## src/rtl/ram_copy_engine.sv

```systemverilog
// ram_copy_engine: sequences a single-port synchronous RAM to COPY a block or FILL it with a constant
//   in : clk, rst_n (async, active low), start, mode (0=COPY 1=FILL), src_addr, dst_addr,
//        length (0..2^RAM_SIZE words), fill_value, abort, mem_dout (read data, one edge after a we=0 cycle)
//   out: busy, done (one-cycle pulse), words_done (writes committed), mem_we, mem_addr, mem_din
`ifndef MEMORY_WORD_SIZE
`define MEMORY_WORD_SIZE 8
`endif
`ifndef RAM_SIZE
`define RAM_SIZE 8
`endif
module ram_copy_engine #(
    parameter int MEMORY_WORD_SIZE = `MEMORY_WORD_SIZE,
    parameter int RAM_SIZE         = `RAM_SIZE
) (
    input  logic                        clk,
    input  logic                        rst_n,
    input  logic                        start,
    input  logic                        mode,
    input  logic [RAM_SIZE-1:0]         src_addr,
    input  logic [RAM_SIZE-1:0]         dst_addr,
    input  logic [RAM_SIZE:0]           length,
    input  logic [MEMORY_WORD_SIZE-1:0] fill_value,
    input  logic                        abort,
    output logic                        busy,
    output logic                        done,
    output logic [RAM_SIZE:0]           words_done,
    output logic                        mem_we,
    output logic [RAM_SIZE-1:0]         mem_addr,
    output logic [MEMORY_WORD_SIZE-1:0] mem_din,
    input  logic [MEMORY_WORD_SIZE-1:0] mem_dout
);
    typedef enum logic [1:0] {IDLE, RD, WR, DONE} state_t;
    localparam logic [RAM_SIZE-1:0] ONE_A = 1;
    localparam logic [RAM_SIZE:0]   ONE_C = 1;
    state_t                        state_q, state_d;
    logic                          mode_q, mode_d;
    logic [RAM_SIZE-1:0]           src_q, src_d, dst_q, dst_d;
    logic [RAM_SIZE:0]             rem_q, rem_d, words_q, words_d;
    logic [MEMORY_WORD_SIZE-1:0]   fill_q, fill_d;
    always_comb begin
        state_d = state_q;
        mode_d  = mode_q;
        src_d   = src_q;
        dst_d   = dst_q;
        rem_d   = rem_q;
        words_d = words_q;
        fill_d  = fill_q;
        case (state_q)
            IDLE: if (start) begin
                words_d = '0;
                if (length == '0) state_d = DONE;
                else begin
                    mode_d  = mode;
                    src_d   = src_addr;
                    dst_d   = dst_addr;
                    rem_d   = length;
                    fill_d  = fill_value;
                    state_d = mode ? WR : RD;
                end
            end
            RD: state_d = abort ? DONE : WR;
            // the write of this cycle always commits, even when abort is high
            WR: begin
                src_d   = src_q + ONE_A;
                dst_d   = dst_q + ONE_A;
                rem_d   = rem_q - ONE_C;
                words_d = words_q + ONE_C;
                state_d = (rem_q == ONE_C || abort) ? DONE : (mode_q ? WR : RD);
            end
            default: state_d = IDLE;
        endcase
    end
    always_ff @(posedge clk or negedge rst_n) begin
        if (!rst_n) begin
            state_q <= IDLE;
            mode_q  <= 1'b0;
            src_q   <= '0;
            dst_q   <= '0;
            rem_q   <= '0;
            words_q <= '0;
            fill_q  <= '0;
        end else begin
            state_q <= state_d;
            mode_q  <= mode_d;
            src_q   <= src_d;
            dst_q   <= dst_d;
            rem_q   <= rem_d;
            words_q <= words_d;
            fill_q  <= fill_d;
        end
    end
    assign busy       = state_q != IDLE;
    assign done       = state_q == DONE;
    assign mem_we     = state_q == WR;
    assign words_done = words_q;
    assign mem_addr   = state_q == RD ? src_q : state_q == WR ? dst_q : '0;
    // COPY forwards the word read during the preceding RD cycle straight to the write port
    assign mem_din    = state_q == WR ? (mode_q ? fill_q : mem_dout) : '0;
endmodule

```

## config.mk

```make
export PLATFORM = sky130hd
export DESIGN_NAME = ram_copy_engine
export DESIGN_NICKNAME = d
export VERILOG_FILES = /design/src/rtl/ram_copy_engine.sv
export SDC_FILE = /design/constraint.sdc
export NUM_CORES = 1
export LEC_CHECK = 0
export ABC_AREA = 1
export CAP_MARGIN = 40
export CELL_PAD_IN_SITES_DETAIL_PLACEMENT = 1
export CELL_PAD_IN_SITES_GLOBAL_PLACEMENT = 1
export CORE_MARGIN = 4
export CORE_UTILIZATION = 30
export DETAILED_ROUTE_END_ITERATION = 8
export DONT_BUFFER_PORTS = 1
export GPL_TIMING_DRIVEN = 1
export PLACE_DENSITY = 0.58
export SKIP_CTS_REPAIR_TIMING = 1
export SLEW_MARGIN = 30
export SYNTH_ARGS = -nofsm -noshare
export SYNTH_HDL_FRONTEND = slang
export SYNTH_SLANG_ARGS = --single-unit
export TNS_END_PERCENT = 20
```

## constraint.sdc

```tcl
create_clock -name clk -period 1.78 [get_ports clk]
set_clock_uncertainty 0.1 [all_clocks]
set_input_delay 0.356 -clock clk [delete_from_list [all_inputs] [get_ports clk]]
set_output_delay 0.356 -clock clk [all_outputs]
set_load 0.01 [all_outputs]
```

# Yosys cells after proc, flatten, opt, wreduce, memory -nomap -nowiden
# Index checks and enable logic that the tools add are counted.
[totals]
reg_bits = 45
elab_cells = 48
[op_classes]
add_sub_neg = 4
n_eq_ne = 6
muxes = 22
bitwise = 1
n_reduce_logical = 8
[ops]
columns = ["operator", "n"]
rows = [
  ["$mux W8", 8],
  ["$pmux W9 S2", 2],
  ["$pmux W8 S2", 2],
  ["$mux W9", 3],
  ["$add A8 B1 Y8 const B", 2],
  ["$mux W2", 5],
  ["$add A9 B1 Y9 const B", 1],
  ["$eq A9 B1 Y1 const B", 1],
  ["$logic_not A9 Y1", 1],
  ["$sub A9 B1 Y9 const B", 1],
  ["$pmux W2 S3", 1],
  ["$reduce_and A3 Y1", 2],
  ["$eq A2 B2 Y1 const B", 2],
  ["$ne A2 B2 Y1 const B", 2],
  ["$reduce_bool A2 Y1", 2],
  ["$eq A2 B1 Y1 const B", 1],
  ["$logic_not A2 Y1", 1],
  ["$reduce_and A2 Y1", 1],
  ["$logic_or A1 B1 Y1", 1],
  ["$mux W1", 1],
  ["$not A1 Y1", 1],
]

# Longest topological paths before layout
[logic_depth]
word_depth = 4
ltp_mapped = 10
mapped_depth_nobuf = 10

# Least setup slack after synthesis
# OpenSTA, ideal clock, no wires.
[synth_timing]
kind = "register -> output"
start = "register state_q[0]"
end = "output port mem_addr[5]"
arrival_ns = 1.115
path_slack_ns = 0.209
stages_incl_launch_ff = 5
path_buffers = 1
path_cell_list = "dfrtp_1 nor2_4 inv_4 clkbuf_1 o22ai_1"
[synth_via]
elab_chain_cells = 3
elab_cells_between_ends = 4
cone_classes = "2 x eq/ne; 2 x mux"
[synth_rtl]
columns = ["item", "line_no", "rtl"]
rows = [
  ["start, declared", "35", "state_t state_q, state_d;"],
  ["start signal, assigned", "83", "state_q <= state_d;"],
  ["$eq A2 B2 Y1", "96", "assign mem_addr = state_q == RD ? src_q : state_q == WR ? dst_q : '0;"],
  ["$mux W8", "96", ""],
  ["$mux W8 (*)", "96", ""],
  ["end, declared", "28", "output logic [RAM_SIZE-1:0] mem_addr,"],
]
# Every way passes the cells marked *; elsewhere a longest branch is shown, timed or not.

# Worst setup path after layout
[layout_timing]
start = "register state_q[1]"
end = "output port mem_addr[5]"
# Same word-level chain as after synthesis.

==> flow_summary.toml <==
[job]
cap_viol_max_count = 0

[logic_synthesis]
netlist_instances = 431
synth_area_um2 = 2890
synth_edf_count = 0
ys.flop_type = "dfrtp_1"
synth_top_area_share = 0.389
synth.distinct_cells = 30
synth_nets = 482
synth_top_area_cell = "dfrtp_1"
ys_seq_elements = 45
synth_common_cells = "nand2_1, inv_1, dfrtp_1"
yosysMostFrequentCell = "nand2_1"
ys_seq_area_frac = 0.389
post_synth.cell_area_avg_um2 = 6.71
ys.warnings.count = 0
ys_async_sr_fraction = 1.00
synth.top_cells.by_area = "dfrtp_1, nand2_1, inv_1"

[route]
wire_per_inst_um = 15.0
route.detailed.drc = 0
wirelength_um = 8780
vias = 2803
antenna_left = 0
drt_pre_antenna_iters = 6
via_per_inst = 4.79
drtIter0Drc = 95

[setup_path]
crit_path_max_fanout = 5
slowest_stage = "dfrtp_1"
critPathKind = "reg -> out"
ff2ff_path_depth = 9
cp_slowest_stage_delay_ns = 0.39
critical_path.startpoint_type = "register"
arrival_ns = 1.48
critPathCaptureType = "output pin"
crit_chain = "inv_2, nor2_4, clkinv_4, buf_12, o22ai_2, buf_4"
required_ns = 1.32

[floorplan]
rows = 35
die_h_um = 106
die_area_um2 = 11300
start_util = 0.310
fp.dieW_um = 106
num_io_pins = 74
core_area_um2 = 9330

[grt]
grt_max_degree = 46
antenna_found_initial = 0
grt_pass1_wl_um = 14100
grt_pass1_vias = 2861
gr-total-overflow = 0
grt_usage = 0.154

[min_path]
hold_path_depth = 2
hp-class = "in -> reg"

[sta]
period_needed_ns = 1.94
final-hold-violation-count = 0
maxSlewViolCount = 0
max_slew_margin = 0.766
final.period_utilization = 1.09
fmax_mhz = 515
worst-slew-pin-transition_ns = 0.351
finalSetupViolCount = 16
hold_ws_ns = 0.0717
rsz0062_at_grt = "yes"
finalWorstSetupSlack_ns = -0.161

[power]
ir_drop_mv = 0.445
p_leak_nw = 1.71
power_density_nw_per_um2 = 1830

[clock_network]
cts_buffers = 5
clockBufferDepth = 2
cts.sinks = 45
cts_tree = "built"
worstSkewPairLatency_ns = 0.30
h-tree-depth = 2
clkTransAtPathRegs_ns = 0.08
cts.root.buffer_cell = "clkbuf_8"

[run_status]
violations = "setup timing"
outcome = "finished with violations"

[placed_design]
port_buffers = 0
dp_slack_ns = 0.0449
dpl.hpwl_um = 6400
place_congestion = 0.771

[cells_and_area]
antenna_cells = 0
fin_nets = 506
syn2layout_area_growth_pct = 21.7
final_core_util = 0.377
drive_gt1_frac = 0.154
cell families (layout without fill, tap and decap cells):
| family | after synthesis | count (layout) | synth area share |
|---|---|---|---|
| buffers and inverters | 69 | 94 | 0.106 |
| AOI/OAI and AO/OA | 73 | 73 | 0.131 |
| and+or+nand+nor | 236 | 236 | 0.342 |
| adders and majority gates | 5 | 5 | 0.0216 |
| xor gates and xnor gates | 3 | 3 | 0.00909 |
| DFF | 45 | 45 | 0.389 |
stage by stage:
| stage | instance area [um2] | cells | TNS (ns) | power, mW |
|---|---|---|---|---|
| CTS | 3240 | 573 | -3.32 | 5.94 |
| global route | 3520 | 585 | -3.29 | 7.09 |
| detailed placement | 3130 | 565 | 0 | 5.09 |
| floorplan | 2890 | 431 | 0 | 4.17 |
| global placement | 3130 | 565 | 0 | 4.99 |
| finish | 3520 | 585 | -1.53 | 6.45 |
layout make-up:
class / count / area [um2]
fillers: 1201 / 5810
multi-input cells: 317 / 1560
flip-flops and latches: 45 / 1130
repair buffers: 32 / 333
inverters: 54 / 220
well taps: 129 / 161
clock buffers: 7 / 86.3
clock inverters: 1 / 30.0
layout by cell type (no fill, tap or decap), drive strengths merged, types with 5 or more instances in the layout:
cell type,count
nand2,153
inv,51
o21ai,50
dfrtp,45
nor2,40
buf,30
nand3,25
a21oi,16
nand4,8
clkbuf,8
ha,5
o22ai,5
path summary, 6_finish.rpt:
kind,slack [ns],from,to
worst max-delay path,-0.16,state_q[1],mem_addr[5]
worst min-delay path,0.07,fill_value[2],fill_q[2]
worst max register to register,0.07,state_q[1],dst_q[4]
worst min register to register,0.38,rem_q[6],rem_q[6]
max in group asynchronous,0.89,rst_n,state_q[0]
min in group asynchronous,0.45,rst_n,src_q[4]
registers in the layout (all words and copies together) (netlist names):
signal,cells
dst_q,8
fill_q,8
mode_q,1
state_q,2
src_q,8
rem_q,9
words_done,9
critical path: cells and delay by family (launching register included):
kind	cells	cell delay, ns
simple gates	1	0.18
compound gates	1	0.15
flops	1	0.39
buf+inv	4	0.47
where the power goes:
part           total, mW  switching (mW)  internal (mW)
Clock              0.832           0.374          0.459
Sequential          1.91           0.429           1.48
Combinational       3.71            2.27           1.44
routing by layer:
| metal | global-route usage | wire length, um | part of all wire | vias up |
|---|---|---|---|---|
| met5 | 0 | 0 | 0 | - |
| met4 | 0.0361 | 80 | 0.0091 | 0 |
| met3 | 0.0389 | 407 | 0.046 | 8 |
| met2 | 0.272 | 4400 | 0.50 | 45 |
| met1 | 0.187 | 3890 | 0.44 | 1334 |
| li1 | - | - | - | 1416 |
No activity file was read; power rests on OpenSTA's default activity.
